==> config.mk <==
export PLATFORM = sky130hd
export DESIGN_NAME = pmc_dc_bank_flat
export DESIGN_NICKNAME = d
export VERILOG_FILES = /design/src/rtl/pmc_dc_bank_pkg.sv /design/src/rtl/ibex_data_bus.sv /design/src/rtl/pmc_dc_bank_decoder.sv /design/src/rtl/pmc_dc_bank.sv /design/src/flat_wrapper.sv
export SDC_FILE = /design/constraint.sdc
export NUM_CORES = 1
export LEC_CHECK = 0
export ABC_AREA = 1
export ABC_CLOCK_PERIOD_IN_PS = 2000
export CORE_ASPECT_RATIO = 2
export CORE_MARGIN = 2
export CORE_UTILIZATION = 40
export CTS_CLUSTER_DIAMETER = 30
export DETAILED_ROUTE_END_ITERATION = 12
export PLACE_DENSITY = 0.65
export SYNTH_ARGS = -nofsm -noshare
export SYNTH_HDL_FRONTEND = slang
export SYNTH_HIERARCHICAL = 1
export SYNTH_SLANG_ARGS = --single-unit
==> constraint.sdc <==
create_clock -name clk -period 2 [get_ports clk]
set_clock_uncertainty 0.15 [all_clocks]
set_input_delay 0.4 -clock clk [delete_from_list [all_inputs] [get_ports clk]]
set_output_delay 0.4 -clock clk [all_outputs]
set_load 0.05 [all_outputs]
==> src/rtl/pmc_dc_bank_pkg.sv <==
// pmc_dc_bank shared types and register map helpers.
// Shared by the decoder and the bank top.
package pmc_dc_bank_pkg;

  typedef enum logic [1:0] {
    ST_IDLE   = 2'd0,
    ST_APPLY  = 2'd1,
    ST_SETTLE = 2'd2
  } state_e;

  localparam int unsigned CTRL_COMMIT = 0;
  localparam int unsigned CTRL_LOCK   = 1;

  localparam int unsigned STAT_BUSY = 0;
  localparam int unsigned STAT_PEND = 1;
  localparam int unsigned STAT_LOCK = 2;
  localparam int unsigned STAT_CNT  = 8;

  typedef struct packed {
    logic [7:0] cnt;
    logic       locked;
    logic       pending;
    logic       busy;
  } status_t;

  function automatic int ctrl_off(input int n);
    return n;
  endfunction

  function automatic int status_off(input int n);
    return n + 1;
  endfunction

  function automatic int active_off(input int n);
    return n + 2;
  endfunction

  function automatic int end_off(input int n);
    return 2 * n + 2;
  endfunction

  function automatic logic [31:0] status_word(
    input status_t s
  );
    logic [31:0] w;
    w = '0;
    w[STAT_BUSY] = s.busy;
    w[STAT_PEND] = s.pending;
    w[STAT_LOCK] = s.locked;
    w[STAT_CNT +: 8] = s.cnt;
    return w;
  endfunction

endpackage

==> src/rtl/ibex_data_bus.sv <==
// Ibex-style data bus: req/gnt, one-cycle rvalid.
// Slave side is the peripheral register bank.
interface ibex_data_bus;
  logic        req;
  logic        gnt;
  logic        rvalid;
  logic        we;
  logic        err;
  logic [31:0] addr;
  logic [31:0] wdata;
  logic [31:0] rdata;
  logic [3:0]  be;

  modport slave (
    input  req, addr, we, be, wdata,
    output gnt, rvalid, rdata, err
  );

  modport master (
    output req, addr, we, be, wdata,
    input  gnt, rvalid, rdata, err
  );
endinterface

==> src/rtl/pmc_dc_bank_decoder.sv <==
// Register-class decode for the PM config bank.
// Also owns gnt and the registered rvalid/err.
module pmc_dc_bank_decoder
  import pmc_dc_bank_pkg::*;
#(
  parameter int NUM_CH = 4
) (
  input  logic       clk,
  input  logic       rst_n,
  input  logic [3:0] off,
  input  logic       req,
  input  logic       we,
  input  logic       locked,
  input  logic       commit_bit,
  output logic       sh_hit,
  output logic       ctrl_hit,
  output logic       stat_hit,
  output logic       act_hit,
  output logic       invalid,
  output logic [3:0] sh_idx,
  output logic [3:0] act_idx,
  output logic       gnt,
  output logic       rvalid,
  output logic       err
);

  int   o;
  logic acc_err;

  assign o        = {28'd0, off};
  assign sh_hit   = o < NUM_CH;
  assign ctrl_hit = o == ctrl_off(NUM_CH);
  assign stat_hit = o == status_off(NUM_CH);
  assign act_hit  = (o >= active_off(NUM_CH))
                 && (o < end_off(NUM_CH));
  assign invalid  = !(sh_hit | ctrl_hit
                    | stat_hit | act_hit);
  assign sh_idx   = off;
  assign act_idx  = 4'(o - active_off(NUM_CH));
  assign gnt      = req;

  // Unmapped, RO writes, and locked shadow/commit writes fault
  assign acc_err = invalid
                 | (we & (stat_hit | act_hit))
                 | (we & locked & (sh_hit
                   | (ctrl_hit & commit_bit)));

  // Response one cycle after every grant
  always_ff @(posedge clk or negedge rst_n) begin
    if (!rst_n) begin
      rvalid <= 1'b0;
      err    <= 1'b0;
    end else begin
      rvalid <= req;
      err    <= req & acc_err;
    end
  end

endmodule

==> src/rtl/pmc_dc_bank.sv <==
// Multi-channel PM config bank with atomic commit.
// Shadow words copy to cfg_active, then a settle hold.
module pmc_dc_bank
  import pmc_dc_bank_pkg::*;
#(
  parameter int NUM_CH        = 4,
  parameter int CFG_W         = 16,
  parameter int SETTLE_CYCLES = 8
) (
  input  logic                         clk,
  input  logic                         rst_n,
  ibex_data_bus.slave                  data_bus,
  output logic [NUM_CH-1:0][CFG_W-1:0] cfg_active,
  output logic                         cfg_update,
  output logic                         cfg_busy
);

  localparam logic [7:0] SETTLE_LAST =
    8'(SETTLE_CYCLES - 1);

  logic        req;
  logic        we;
  logic [3:0]  be;
  logic [31:0] wdata;
  logic [3:0]  off;
  logic        unused_addr;

  assign req   = data_bus.req;
  assign we    = data_bus.we;
  assign be    = data_bus.be;
  assign wdata = data_bus.wdata;
  assign off   = data_bus.addr[5:2];
  assign unused_addr = ^{data_bus.addr[31:6],
                         data_bus.addr[1:0]};

  logic       sh_hit;
  logic       ctrl_hit;
  logic       stat_hit;
  logic       act_hit;
  logic       invalid;
  logic [3:0] sh_idx;
  logic [3:0] act_idx;
  logic       commit_bit;
  logic       lock_bit;
  logic       locked;

  assign commit_bit = be[0] & wdata[CTRL_COMMIT];
  assign lock_bit   = be[0] & wdata[CTRL_LOCK];

  pmc_dc_bank_decoder #(
    .NUM_CH(NUM_CH)
  ) u_dec (
    .clk       (clk),
    .rst_n     (rst_n),
    .off       (off),
    .req       (req),
    .we        (we),
    .locked    (locked),
    .commit_bit(commit_bit),
    .sh_hit    (sh_hit),
    .ctrl_hit  (ctrl_hit),
    .stat_hit  (stat_hit),
    .act_hit   (act_hit),
    .invalid   (invalid),
    .sh_idx    (sh_idx),
    .act_idx   (act_idx),
    .gnt       (data_bus.gnt),
    .rvalid    (data_bus.rvalid),
    .err       (data_bus.err)
  );

  logic        wr;
  logic        commit_req;
  logic        lock_set;
  logic        sh_wr;
  logic [31:0] bmask;

  assign wr         = req & we;
  assign commit_req = wr & ctrl_hit & commit_bit
                    & ~locked;
  assign lock_set   = wr & ctrl_hit & lock_bit;
  assign sh_wr      = wr & sh_hit & ~locked;
  assign bmask      = {{8{be[3]}}, {8{be[2]}},
                       {8{be[1]}}, {8{be[0]}}};

  function automatic logic [CFG_W-1:0] merge(
    input logic [CFG_W-1:0] old,
    input logic [31:0]      d,
    input logic [31:0]      m
  );
    logic [31:0] w;
    w = (32'(old) & ~m) | (d & m);
    return w[CFG_W-1:0];
  endfunction

  logic [NUM_CH-1:0][CFG_W-1:0] shadow;

  // Shadow byte writes and the sticky lock
  always_ff @(posedge clk or negedge rst_n) begin
    if (!rst_n) begin
      shadow <= '0;
      locked <= 1'b0;
    end else begin
      if (lock_set) locked <= 1'b1;
      for (int i = 0; i < NUM_CH; i++) begin
        if (sh_wr && sh_idx == 4'(i)) begin
          shadow[i] <= merge(shadow[i], wdata, bmask);
        end
      end
    end
  end

  state_e     state;
  logic [7:0] settle_cnt;
  logic [7:0] commit_cnt;
  logic       pending;

  // Commit FSM: apply, settle, absorb one queued commit
  always_ff @(posedge clk or negedge rst_n) begin
    if (!rst_n) begin
      state      <= ST_IDLE;
      settle_cnt <= '0;
      commit_cnt <= '0;
      pending    <= 1'b0;
      cfg_active <= '0;
      cfg_update <= 1'b0;
      cfg_busy   <= 1'b0;
    end else begin
      case (state)
        ST_IDLE: begin
          if (commit_req || pending) begin
            state      <= ST_APPLY;
            cfg_update <= 1'b1;
            cfg_busy   <= 1'b1;
          end
        end
        ST_APPLY: begin
          cfg_active <= shadow;
          cfg_update <= 1'b0;
          commit_cnt <= commit_cnt + 8'd1;
          pending    <= commit_req;
          settle_cnt <= SETTLE_LAST;
          state      <= ST_SETTLE;
        end
        ST_SETTLE: begin
          pending <= pending | commit_req;
          if (settle_cnt == 8'd0) begin
            if (pending || commit_req) begin
              state      <= ST_APPLY;
              cfg_update <= 1'b1;
            end else begin
              state    <= ST_IDLE;
              cfg_busy <= 1'b0;
            end
          end else begin
            settle_cnt <= settle_cnt - 8'd1;
          end
        end
        default: begin
          state      <= ST_IDLE;
          cfg_update <= 1'b0;
          cfg_busy   <= 1'b0;
        end
      endcase
    end
  end

  status_t     st;
  logic [31:0] rd_word;

  assign st = '{cnt:     commit_cnt,
                locked:  locked,
                pending: pending,
                busy:    cfg_busy};

  // Readout mux over all register classes
  always_comb begin
    rd_word = '0;
    for (int i = 0; i < NUM_CH; i++) begin
      if (sh_hit && sh_idx == 4'(i)) begin
        rd_word = 32'(shadow[i]);
      end
      if (act_hit && act_idx == 4'(i)) begin
        rd_word = 32'(cfg_active[i]);
      end
    end
    if (ctrl_hit) rd_word[CTRL_LOCK] = locked;
    if (stat_hit) rd_word = status_word(st);
    if (invalid)  rd_word = '0;
  end

  // Read data captured at the grant cycle
  always_ff @(posedge clk or negedge rst_n) begin
    if (!rst_n) begin
      data_bus.rdata <= '0;
    end else begin
      data_bus.rdata <= (req && !we) ? rd_word : '0;
    end
  end

endmodule

==> src/flat_wrapper.sv <==
// flat-port wrapper written by rule: the top's interface ports become plain ports
module pmc_dc_bank_flat import pmc_dc_bank_pkg::*;
#(
  parameter int NUM_CH        = 4,
  parameter int CFG_W         = 16,
  parameter int SETTLE_CYCLES = 8
)
  (clk, rst_n, cfg_active, cfg_update, cfg_busy, data_bus_req, data_bus_addr, data_bus_we, data_bus_be, data_bus_wdata, data_bus_gnt, data_bus_rvalid, data_bus_rdata, data_bus_err);
  ibex_data_bus data_bus_i ();
  input  logic clk;
  input  logic rst_n;
  output logic [NUM_CH-1:0][CFG_W-1:0] cfg_active;
  output logic cfg_update;
  output logic cfg_busy;
  input wire logic [$bits(data_bus_i.req)-1:0] data_bus_req;
  input wire logic [$bits(data_bus_i.addr)-1:0] data_bus_addr;
  input wire logic [$bits(data_bus_i.we)-1:0] data_bus_we;
  input wire logic [$bits(data_bus_i.be)-1:0] data_bus_be;
  input wire logic [$bits(data_bus_i.wdata)-1:0] data_bus_wdata;
  output wire logic [$bits(data_bus_i.gnt)-1:0] data_bus_gnt;
  output wire logic [$bits(data_bus_i.rvalid)-1:0] data_bus_rvalid;
  output wire logic [$bits(data_bus_i.rdata)-1:0] data_bus_rdata;
  output wire logic [$bits(data_bus_i.err)-1:0] data_bus_err;
  assign data_bus_i.req = data_bus_req;
  assign data_bus_i.addr = data_bus_addr;
  assign data_bus_i.we = data_bus_we;
  assign data_bus_i.be = data_bus_be;
  assign data_bus_i.wdata = data_bus_wdata;
  assign data_bus_gnt = data_bus_i.gnt;
  assign data_bus_rvalid = data_bus_i.rvalid;
  assign data_bus_rdata = data_bus_i.rdata;
  assign data_bus_err = data_bus_i.err;
  pmc_dc_bank #(.NUM_CH(NUM_CH), .CFG_W(CFG_W), .SETTLE_CYCLES(SETTLE_CYCLES)) u_core (.clk(clk), .rst_n(rst_n), .data_bus(data_bus_i), .cfg_active(cfg_active), .cfg_update(cfg_update), .cfg_busy(cfg_busy));
endmodule
# Word level (Yosys, flattened, before mapping)
# Index checks and enable logic that the tools add are counted.
classes:
  n_lt_le_gt_ge: 3
  reduce_logical: 25
  muxes: 26
  addsub: 3
  bitwise: 34
  n_eq_ne: 14
ops:
  columns: ["op", "count"]
  rows:
  - ["16-bit two-way mux", 11]
  - ["16-bit AND", 5]
  - ["16-bit OR", 4]
  - ["4-bit by 2-bit equality test with 1-bit output, second input constant", 4]
  - ["16-bit inverter", 1]
  - ["8-bit one-hot mux with 2 select lines", 1]
  - ["1-bit AND", 14]
  - ["1-bit logical AND", 14]
  - ["8-bit by 1-bit adder with 8-bit output, second input constant", 1]
  - ["4-bit by 1-bit equality test with 1-bit output, second input constant", 2]
  - ["4-bit equality test, second input constant", 2]
  - ["4-bit logical NOT", 2]
  - ["8-bit logical NOT", 1]
  - ["8-bit two-way mux", 1]
  - ["1-bit OR", 8]
  - ["8-bit by 1-bit subtractor with 8-bit output, second input constant", 1]
  - ["1-bit two-way mux", 7]
  - ["2-bit one-hot mux with 3 select lines", 1]
  - ["4-bit by 3-bit greater-or-equal comparator with 1-bit output, second input constant", 1]
  - ["4-bit by 3-bit < comparator with 1-bit output, second input constant", 1]
  - ["4-bit < comparator, second input constant", 1]
  - ["2-bit two-way mux", 2]
  - ["2-bit by 1-bit != test with 1-bit output, second input constant", 2]
  - ["2-bit != test, second input constant", 2]
  - ["12 further kinds", 16]
totals:
  wordCells: 123
  out_inout_bits: 101
  ff_bits: 184
  inputBits: 72

# Longest topological paths before layout
# Gate-level depths: netlist of run 1.
depth:
  ltp_word: 14
  depth_mapped: 18
  ltp_nobuf: 18

# Modules after synthesis
# Netlist of run 1, hierarchy kept.
by_module_without_submodules:
  columns: ["mod", "cells_per_inst", "seq_area_each_um2", "instances", "area_per_inst_um2"]
  rows:
  - ["pmc_dc_bank", 950, 4154.0, 1, 7918.8]
  - ["pmc_dc_bank_decoder", 38, 50.0, 1, 241.5]

# Worst setup path after synthesis of run 1
# No wires, ideal clock.
synth_path:
  path_type: "input port to flip-flop"
  from: "input data_bus_addr[3]"
  to: "register u_core.data_bus.rdata[10]"
  cell_stages: 15
  path_slack_ps: -93
  path_buffers: 2
  t_arrival_ps: 1820
  setup_time_ps: 123
  required_time_ps: 1727
  cell_sequence: "ha_1 -> nand2_1 -> nand3_2 -> nand2_1 -> inv_1 -> inv_1 -> nor2_1 -> nand3_1 -> clkbuf_1 -> buf_2 -> o211ai_1 -> nand2_1 -> nand2_1 -> nand2_1 -> a21oi_1"
synth_via:
  elab_chain_len: 13
  elab_cells_between_ends: 37
  classes_between: "add/sub (1); order compare (3); eq/ne (8); mux (11); bitwise (3); reduce/logical (11)"
synth_lines:
  columns: ["item", "line_no", "source"]
  rows:
  - ["start: declaration", "flat_wrapper.sv:16", "input wire logic [$bits(data_bus_i.addr)-1:0] data_bus_addr;"]
  - ["4-bit by 3-bit greater-or-equal comparator with 1-bit output / 4-bit < comparator (equally long branches)", "pmc_dc_bank_decoder.sv:34, pmc_dc_bank_decoder.sv:35", null]
  - ["1-bit logical AND (*)", "pmc_dc_bank_decoder.sv:35", "&& (o < end_off(NUM_CH));"]
  - ["named net u_core.act_hit", "pmc_dc_bank.sv:39", "logic act_hit;"]
  - ["1-bit logical AND", "pmc_dc_bank.sv:183", "if (act_hit && act_idx == 4'(i)) begin"]
  - ["16-bit two-way mux", "pmc_dc_bank.sv:183", null]
  - ["16-bit two-way mux", "pmc_dc_bank.sv:180", "if (sh_hit && sh_idx == 4'(i)) begin"]
  - ["16-bit two-way mux", "pmc_dc_bank.sv:183", null]
  - ["16-bit two-way mux", "pmc_dc_bank.sv:180", null]
  - ["16-bit two-way mux", "pmc_dc_bank.sv:183", null]
  - ["16-bit two-way mux", "pmc_dc_bank.sv:180", null]
  - ["16-bit two-way mux", "pmc_dc_bank.sv:183", null]
  - ["16-bit two-way mux", "pmc_dc_bank.sv:188", "if (stat_hit) rd_word = status_word(st);"]
  - ["16-bit two-way mux (*)", "pmc_dc_bank.sv:189", "if (invalid) rd_word = '0;"]
  - ["16-bit two-way mux (*)", "pmc_dc_bank.sv:197", "data_bus.rdata <= (req && !we) ? rd_word : '0;"]
  - ["end signal: assignment", "pmc_dc_bank.sv:197", null]
  - ["end: declaration", "ibex_data_bus.sv:16", "output gnt, rvalid, rdata, err"]
# Mark *: on every way through the listed nets, which the timed path passes. The rest lies on a longest branch.
# A chain may end at the register's enable or synchronous reset.

# Worst setup path in the final report of run 1
layout_path:
  from: "input data_bus_addr[3]"
  to: "register u_core.data_bus.rdata[1]"
layout_via:
  elab_chain_len: 14
  elab_cells_between_ends: 38
  classes_between: "add/sub (1); order compare (3); eq/ne (8); mux (12); bitwise (3); reduce/logical (11)"
layout_lines:
  columns: ["item", "line_no", "source"]
  rows:
  - ["4-bit by 3-bit greater-or-equal comparator with 1-bit output / 4-bit < comparator (equally long branches)", "pmc_dc_bank_decoder.sv:34, pmc_dc_bank_decoder.sv:35", null]
  - ["1-bit logical AND (*)", "pmc_dc_bank_decoder.sv:35", null]
  - ["named net u_core.act_hit", "pmc_dc_bank.sv:39", null]
  - ["1-bit logical AND", "pmc_dc_bank.sv:183", null]
  - ["16-bit two-way mux", "pmc_dc_bank.sv:183", null]
  - ["16-bit two-way mux", "pmc_dc_bank.sv:180", null]
  - ["16-bit two-way mux", "pmc_dc_bank.sv:183", null]
  - ["16-bit two-way mux", "pmc_dc_bank.sv:180", null]
  - ["16-bit two-way mux", "pmc_dc_bank.sv:183", null]
  - ["16-bit two-way mux", "pmc_dc_bank.sv:180", null]
  - ["16-bit two-way mux", "pmc_dc_bank.sv:183", null]
  - ["1-bit two-way mux", "pmc_dc_bank.sv:187", "if (ctrl_hit) rd_word[CTRL_LOCK] = locked;"]
  - ["16-bit two-way mux", "pmc_dc_bank.sv:188", null]
  - ["16-bit two-way mux (*)", "pmc_dc_bank.sv:189", null]
  - ["16-bit two-way mux (*)", "pmc_dc_bank.sv:197", null]
# Marks and branches as above.

==> metrics.cfg, run 1 <==
[floorplan]
die_area_sq_um=21600
core.rowCount=73
start_util=0.410
ios=173
die_w_um=105
core_sq_um=19900
die_y_um=206

[critical_path]
crit_path_start=data_bus_addr[3]
r2r_start=u_core/settle_cnt[3]
crit_type=in2reg
crit_path_end_kind=flip-flop
arrival_ns=2.13
crit_required_ns=2.20
start_kind=primary input
max_stage_delay_ns=0.26
path_cells=buf_8 > buf_6 > o21ai_4 > nand2_2 > inv_2 > buf_4 > nand2_1 > nor3_4 > buf_6 > a21oi_1 > nand2_1 > nand2_1 > nand2_1 > nand2_1 > a21oi_2
cp_max_fo=11
crit_slowest_cell=nor3_4
cpMostUsedCell=nand2_1

[sta]
timing.final.crit_share=0.962
finalCriticalPeriod_ns=1.92
fin_ws_ns=0.0757
slew_violations=0
setup_tns_ns=0
hold_viol_final=0
setup_viol=0
max_freq_mhz=520

[placement]
port_buffers=110
dpl_worst_slack_ns=-0.865
place_area_sq_um=9850
place_congestion=0.860
hpwl_um=16400

[power_and_ir_drop]
ir_worst_vdd_uv=549
leakage_nw=5.24
p_sw_w=0.00188
powerDensity_nw_per_um2=673
p_int_w=0.00537
p_sw_frac=0.259
comb_power_share=0.077
clockPowerShare=0.452
p_seq_frac=0.470

[clocking]
clockBufferDepth=2
clkLatencyLatePin_ns=0.44
tritoncts=yes
cts-root-buf=clkbuf_16
ctsHtreeMaxLevel=4
cts-buffers-inserted=17
cts.sinks=168
cts.clk_slew.worst_paths_ns=0.07

[synth]
synth_common_cells=nand2_1 (261), dfrtp_1 (168), o21ai_0 (144)
async_flop_share=1.00
synth_cell_types=36
synth_top_family_by_area=simple AND/OR/NAND/NOR gates
muxShareOfSynthArea=0
synth_simple_gate_area_frac=0.187
yosysSeqAreaShare=0.515
synth_edf_count=0
syn-cell-area_sq_um=8160
yosys.area_share.xor_xnor=0.0107
synth_compound_area_frac=0.173
synth_area_leaders=dfrtp_1 (52%), nand2_1 (12%), o21ai_0 (8.8%), inv_1 (5.2%), a21oi_1 (4.0%)
avgSynthCellArea_sq_um=8.26
synth_adder_area_share=0.0123
synth_top_area_share=0.515
synth_ff_type=dfrtp_1
yosysMostFrequentCell=nand2_1
synth_top_cell_by_area=dfrtp_1
yosys_warnings=6
synth_cells=988
synth-seq-cells=168

[finish]
register_area_sq_um=4200
fin_nets=1237
syn2layout_area_growth_pct=32.0
fin_area_sq_um=10800
final_core_util=0.541
diodes=0
drive_above_1_share=0.233
multi_input_area_sq_um=3350
fillCellCount=1888

[min_path]
hold_class=in2async

[detailed_routing]
drc=0
drt-wirelength-per-cell_um=16.5
ant_nets=0
vias=7210
vias_per_cell=5.03
totalWireLength_um=23700
drt_pass1_iterations=5
drt_iter0_drc=325

[global_route]
grt_overflow=0
antenna_found_initial=0
first_global_vias=7123
grt_pass1_wl_um=37300
grt_max_degree=64
gr-usage-all-layers=0.221

[job]
drv_cap=0

[outcome]
status=finished, final reports clean

cell families after synthesis:
group / Yosys count
buffers and inverters: 190
adders and majority gates: 8
other: 1
DFF: 168
AOI/OAI and AO/OA: 252
xor gates and xnor gates: 10
and+or+nand+nor: 359
routing by layer:
layer / vias to the layer above / wire [um] / global-route usage
met2: 184 / 12300 / 0.388
li1: 3515 / - / -
met5: - / 0 / 0
met4: 0 / 778 / 0.103
met1: 3467 / 9780 / 0.263
met3: 44 / 790 / 0.0369
critical path, delay by kind of cell:
family | cells | cell delay [ns]
buffers and inverters | 5 | 0.64
AO/OA/AOI/OAI | 3 | 0.40
AND/OR/NAND/NOR | 7 | 0.68
area by class of cell:
cell class | instances | area share
timing repair buffer | 202 | 0.171
sequential | 168 | 0.390
clock buffer | 17 | 0.0395
clock inverter | 15 | 0.0149
tap | 262 | 0.0304
inverter | 123 | 0.0431
multi-input combinational | 645 | 0.311
stage by stage:
step / hold WS [ns] / cells / power, W
2_1_floorplan: -0.0456 / 1003 / 0.00374
3_3_place_gp: 0.128 / 1384 / 0.00399
3_5_place_dp: 0.129 / 1384 / 0.00399
4_1_cts: 0.231 / 1425 / 0.00729
5_1_grt: 0.259 / 1432 / 0.00749
6_report: 0.235 / 1432 / 0.00725
power groups by stage:
stage	clock network [W]	registers [W]	logic, W
3_5_place_dp	0	0.00347	0.000518
2_1_floorplan	0	0.00350	0.000241
4_1_cts	0.00334	0.00341	0.000546
6_report	0.00328	0.00341	0.000560
3_3_place_gp	0	0.00347	0.000517
5_1_grt	0.00347	0.00341	0.000605
placed cells by master (no fill, tap or decap), types with 16 or more instances in the layout:
cell             count
a21oi_1             64
o211ai_1            20
clkdlybuf4s50_1     20
buf_4              153
nand2_1            255
inv_1              107
conb_1              16
o21ai_0            138
clkbuf_16           19
nand3_1             44
dfrtp_1            168
path summary, 6_finish.rpt:
path                            slack, ns  depth (start not counted)                        to
worst max-delay path                 0.08                         15  u_core/data_bus.rdata[1]
worst min-delay path                 0.24                          2      u_core/cfg_active[4]
worst max register to register       0.09                          7           u_core/cfg_busy
worst min register to register       0.34                          2                 flip-flop
max in group asynchronous            0.91                          3     u_core/cfg_active[13]
min in group clk                     0.34                          2                 flip-flop
what timing repair did:
| action | in CTS | in global routing |
|---|---|---|
| endpoints found under the setup margin | 86 | 26 |
| hold buffers | 1 | 0 |
| hold endpoints to repair | 139 | 0 |
| cloned | 2 | 2 |
| buffers inserted | 6 | 6 |
| gates resized for setup | 32 | 28 |
| pin swaps | 8 | 16 |
No activity file was read; power rests on OpenSTA's default activity.
==> run 2, diff against run 1 <==
--- a/config.mk
+++ b/config.mk
@@ -12,6 +12,7 @@
 export CORE_UTILIZATION = 40
 export CTS_CLUSTER_DIAMETER = 30
 export DETAILED_ROUTE_END_ITERATION = 12
+export GPL_TIMING_DRIVEN = 0
 export PLACE_DENSITY = 0.65
 export SYNTH_ARGS = -nofsm -noshare
 export SYNTH_HDL_FRONTEND = slang
==> run 2 against run 1 <==
Against the previous run: worst hold slack worse by 0.17 ns; utilization is 0.48 points lower; power is 2.1% higher; first-iteration DRC count is 35% higher; count of clock-buffer cells in the layout is 1 higher; critical path depth is 14 lower; maximum frequency is 2.7% lower; design area is 0.88% lower; register-to-register slack hardly changed; die area stayed put; highest routed layer unchanged.
==> metrics.cfg, run 2 (synthesis gave the netlist of run 1 again) <==
[clocking]
ctsHtreeMaxLevel=4  ; unchanged
cts-buffers-inserted=17  ; unchanged
clkLatencyLatePin_ns=0.43  ; about the same
cts-root-buf=clkbuf_16
tritoncts=yes
cts.sinks=168  ; unchanged
cts.clk_slew.worst_paths_ns=0.07  ; about the same
clockBufferDepth=2  ; unchanged

[finish]
fin_nets=1229  ; -0.65%
diodes=0  ; unchanged
final_common_cell=nand2_1
mostFrequentLayoutCells=nand2_1 (252), dfrtp_1 (168), o21ai_0 (138)
fillCellCount=1977  ; +4.7%
stdcell_count=1424  ; -0.56%
fin_area_sq_um=10700  ; -0.88%
register_area_sq_um=4200  ; unchanged
drive_above_1_share=0.161  ; -0.0724
multi_input_area_sq_um=3410  ; +1.7%
syn2layout_area_growth_pct=30.9

[global_route]
grt_max_degree=105  ; +64%
first_global_vias=7309  ; +2.6%
antenna_found_initial=0  ; unchanged
grt_pass1_wl_um=38000  ; +1.6%
grt_overflow=0  ; unchanged
gr-usage-all-layers=0.227  ; +0.00612

[detailed_routing]
top_layer=met4
vias=7296  ; +1.2%
wl_met1_um=8960  ; -8.3%
drc=0  ; unchanged
totalWireLength_um=24300  ; +2.4%
ant_nets=0  ; unchanged
routed-wl-met3_um=961  ; +22%
wl_met2_um=13400  ; +8.7%
drt_iter0_drc=439  ; +35%
drt_pass1_iterations=5  ; unchanged
drt-wirelength-per-cell_um=17.0  ; +3.0%
vias_per_cell=5.12  ; +1.8%

[floorplan]
core_sq_um=19900  ; unchanged
core.rowCount=73  ; unchanged
start_util=0.410  ; unchanged
ios=173  ; unchanged
die_area_sq_um=21600  ; unchanged
die_y_um=206  ; unchanged
die_w_um=105  ; unchanged

[sta]
tightest_slew_ns=0.820
finalCriticalPeriod_ns=1.98  ; +0.0537 ns
fin_ws_ns=0.0220  ; -0.0537 ns
timing.final.crit_share=0.989  ; +0.0268
max_freq_mhz=506  ; -2.7%
hold_viol_final=0  ; unchanged
setup_viol=0  ; unchanged
slew_violations=0  ; unchanged
slew_headroom=0.453
rsz0062_at_grt=true

[min_path]
hold_class=in2reg

[critical_path]
crit_required_ns=1.45  ; -0.75 ns
crit_family=buffers and inverters
arrival_ns=1.43  ; -0.70 ns
crit_type=reg2out
cp_max_fo=3  ; -8
crit_slowest_cell=dlygate4sd2_1
max_stage_delay_ns=0.56  ; +0.30 ns
start_kind=flip-flop
crit_path_end_kind=output port
path_cells=dlygate4sd2_1
worst-path-buf-inv=1  ; -4

[power_and_ir_drop]
powerDensity_nw_per_um2=693  ; +3.0%
leakage_nw=5.36  ; +2.4%
power_w=0.00740  ; +2.1%
ir_worst_vdd_uv=471  ; -14%

[placement]
place_area_sq_um=9730  ; -1.2%
hpwl_um=18300  ; +12%
dpl_worst_slack_ns=-1.20  ; -0.338 ns
place_inst=1376  ; -0.58%
port_buffers=110  ; unchanged
place_congestion=0.860  ; about the same

[job]
drv_cap=0  ; unchanged

[outcome]
status=finished, final reports clean

run 2: cell types whose count changed in the layout (fill, tap and decap cells not counted), moves of 5 or more:
cell and change:
buf_4 -113, buf_2 +9, dlygate4sd2_1 +83, nand3_1 -6, clkbuf_2 +5, buf_12 -15
clkbuf_1 +12
run 2: per-stage QoR:
step,hold slack [ns],util,setup TNS [ns]
final,0.0664,0.536,0
after global routing,0.0648,0.536,-0.166
after global placement,0.316,0.487,-1191.70
after CTS,0.247,0.529,-0.00721
after floorplan,-0.0456,-,0
after detailed placement,0.323,0.488,-82.91
run 2: final timing paths:
check	from	end	slack, ns	cells after the start
setup / recovery	u_core/cfg_active[40]	cfg_active[40]	0.02	1
min in group asynchronous	rst_n	u_core/cfg_active[5]	0.42	2
hold / removal	data_bus_req	u_core/u_dec/rvalid	0.07	1
setup reg to reg	u_core/state[1]	u_core/cfg_active[53]	0.09	7
max in group asynchronous	rst_n	u_core/cfg_active[60]	0.42	3
hold reg to reg	flip-flop	flip-flop	0.33	2
run 2: routing by layer:
layer / up-vias / track usage
met5: - / 0
met4: 0 / 0.108
met3: 54 / 0.0334
met2: 213 / 0.436
met1: 3527 / 0.240
li1: 3502 / -
run 2: area by class of cell:
type,instances,area share
sequential,168,0.394
clock inverter,14,0.0170
tap,262,0.0307
inverter,123,0.0441
clock buffer,18,0.0411
buffer,66,0.0455
multi-input combinational,645,0.319
timing repair buffer,128,0.109
run 2: report_power, final:
part | switching [W] | internal [W]
sequential | 0.00000350 | 0.00341
clock | 0.00144 | 0.00203
combinational | 0.000361 | 0.000159
run 2: repair_timing:
item	CTS	global route
setup buffers	14	2
setup endpoints to repair	231	101
cloned	0	0
endpoints found under the hold margin	103	0
gates resized for setup	159	64
pin swaps	6	13
hold buffers	1	0
==> run 3, diff against run 2 <==
--- a/config.mk
+++ b/config.mk
@@ -8,11 +8,13 @@
 export ABC_AREA = 1
 export ABC_CLOCK_PERIOD_IN_PS = 2000
 export CORE_ASPECT_RATIO = 2
-export CORE_MARGIN = 2
+export CORE_MARGIN = 3
 export CORE_UTILIZATION = 40
 export CTS_CLUSTER_DIAMETER = 30
 export DETAILED_ROUTE_END_ITERATION = 12
 export GPL_TIMING_DRIVEN = 0
+export HOLD_SLACK_MARGIN = 0.15
+export MAX_ROUTING_LAYER = met4
 export PLACE_DENSITY = 0.65
 export SYNTH_ARGS = -nofsm -noshare
 export SYNTH_HDL_FRONTEND = slang
==> run 3 against run 2 <==
Against the previous run: maximum frequency rose by 1.3%; non-clock buffer count fell by 4; worst hold slack improved by 0.10 ns; global-route usage fell by 0.30 points; final cell count fell by 0.28%; count of clock-buffer cells in the layout did not move; sequential share of layout area rose by 0.49 points; register-to-register slack barely moved; first-iteration DRC count fell by 10%; critical endpoint is now cfg_active[30].
==> metrics.cfg, run 3 (synthesis gave the netlist of run 1 again) <==
[detailed_routing]
drc=0  ; unchanged
totalWireLength_um=23800  ; -2.0%
drt_pass1_iterations=5  ; unchanged
vias_per_cell=4.98  ; -2.9%
vias=7068  ; -3.1%
drt_iter0_drc=393  ; -10%
drt-wirelength-per-cell_um=16.7  ; -1.7%
ant_nets=0  ; unchanged

[critical_path]
crit_required_ns=1.45  ; about the same
cp_max_fo=3  ; unchanged
start_kind=flip-flop
crit_type=reg2out
worst-path-buf-inv=1  ; unchanged
crit_path_end_kind=output port
max_stage_delay_ns=0.55  ; about the same
path_cells=dlygate4sd2_1
arrival_ns=1.40  ; -0.03 ns
crit_family=buffers and inverters
rrSetupSlack_ns=0.10  ; about the same
crit_slowest_cell=dlygate4sd2_1

[power_and_ir_drop]
p_seq_frac=0.485  ; +0.024
p_sw_w=0.00182  ; +0.66%
comb_power_share=0.073  ; +0.003
leakage_nw=5.29  ; -1.4%
p_int_w=0.00522  ; -6.7%
clockPowerShare=0.442  ; -0.027
power_w=0.00703  ; -4.9%
powerDensity_nw_per_um2=667  ; -3.8%
ir_worst_vdd_uv=477  ; +1.2%
p_sw_frac=0.259  ; +0.0143

[sta]
max_freq_mhz=512  ; +1.3%
timing.final.crit_share=0.977  ; -0.0122
rsz0062_at_grt=true
finalCriticalPeriod_ns=1.95  ; -0.0245 ns
slew_violations=0  ; unchanged
slew_headroom=0.550  ; +0.0968
hold_viol_final=0  ; unchanged
setup_viol=0  ; unchanged
tightest_slew_ns=0.675  ; -0.145 ns
fin_ws_ns=0.0465  ; +0.0245 ns
setup_tns_ns=0  ; unchanged

[finish]
mostFrequentLayoutCells=nand2_1 (254), dfrtp_1 (167), o21ai_0 (139)
register_area_sq_um=4210  ; about the same
fillCellCount=1917  ; -3.0%
drive_above_1_share=0.152  ; -0.00894
multi_input_area_sq_um=3380  ; -0.77%
final_common_cell=nand2_1
syn2layout_area_growth_pct=29.3
fin_area_sq_um=10600  ; -1.2%
fin_nets=1225  ; -0.33%
diodes=0  ; unchanged

[clocking]
tritoncts=yes
clkLatencyLatePin_ns=0.43  ; about the same
clockBufferDepth=2  ; unchanged
cts.clk_slew.worst_paths_ns=0.07  ; about the same
cts-buffers-inserted=17  ; unchanged
cts.sinks=168  ; unchanged
ctsHtreeMaxLevel=4  ; unchanged
cts-root-buf=clkbuf_16

[global_route]
grt_pass1_wl_um=37600  ; -0.89%
grt_max_degree=121  ; +15%
grtUsageMet2=0.418  ; -0.0181
busiest_layer=met2
grt.met1_usage=0.238  ; -0.00185
grt_overflow=0  ; unchanged
antenna_found_initial=0  ; unchanged
first_global_vias=7262  ; -0.64%
gr-usage-all-layers=0.224  ; -0.00301
met3_usage=0.0289  ; -0.00455

[placement]
place_area_sq_um=9730  ; unchanged
place_congestion=0.890  ; +3.5%
hpwl_um=18200  ; -0.84%
port_buffers=110  ; unchanged
dpl_worst_slack_ns=-1.25  ; -0.0470 ns

[floorplan]
die_y_um=208  ; +0.97%
core.rowCount=73  ; unchanged
die_area_sq_um=22300  ; +2.9%
ios=173  ; unchanged
die_w_um=107  ; +1.9%
start_util=0.408  ; -0.00187
core_sq_um=20000  ; +0.46%

[outcome]
status=finished, final reports clean

[job]
drv_cap=0  ; unchanged

[min_path]
hold_class=in2reg

-- run 3: cell types whose count changed in the layout (fill, tap and decap cells not counted), sizes merged, moves of 2 or more --
cell / previous run / this run
buf: 64 / 55
clkbuf: 43 / 47
bufinv: 3 / 0
clkdlybuf4s15: 0 / 3
dlygate4sd2: 84 / 81
inv: 127 / 129
-- run 3: final cells by class --
cell class | count | area share
Multi-Input combinational cell | 645 | 0.321
Sequential cell | 168 | 0.399
Clock buffer | 18 | 0.0416
Timing Repair Buffer | 124 | 0.109
Buffer | 66 | 0.0444
Inverter | 123 | 0.0442
Tap cell | 262 | 0.0311
Clock inverter | 14 | 0.0107
-- run 3: timing repair --
item                                    CTS  global route
endpoints found under the hold margin    48             2
endpoints found under the setup margin  227           113
resized for setup                       152            53
hold buffers                              1             1
setup buffers                             7             4
pin swaps                                 5             8
-- run 3: layer usage --
layer	routed length, um	part of all wire
met1	9080	0.38
met2	13500	0.57
met3	673	0.028
met5	0	0
met4	556	0.023
-- run 3: worst min-delay path, stage by stage --
cell and delay, ns:
buf_12 0.09, o21ai_2 0.07, nand3_1 0.08, nand2_1 0.04, inv_1 0.04
-- run 3: power by group through the flow --
stage | Sequential, W | Combinational [W] | Clock, W
after global placement | 0.00348 | 0.000467 | 0
after global routing | 0.00341 | 0.000558 | 0.00328
after floorplan | 0.00350 | 0.000241 | 0
after CTS | 0.00341 | 0.000491 | 0.00316
final | 0.00341 | 0.000514 | 0.00311
after detailed placement | 0.00347 | 0.000477 | 0
-- run 3: per-stage QoR --
step                utilization  instances  hold WS, ns
CTS                       0.519       1415        0.240
global route              0.527       1420        0.193
detailed placement        0.486       1376        0.184
finish                    0.527       1420        0.171
floorplan                     -       1003      -0.0456
global placement          0.485       1375        0.319
-- run 3: worst paths after layout --
check | startpoint | to | depth (start not counted)
setup reg to reg | u_core/state[1] | u_core/commit_cnt[7] | 7
hold reg to reg | flip-flop | flip-flop | 2
min in group asynchronous | rst_n | u_core/settle_cnt[3] | 2
hold / removal | data_bus_addr[4] | u_core/u_dec/err | 5
max in group asynchronous | rst_n | async pin | 3
setup / recovery | u_core/cfg_active[30] | cfg_active[30] | 1
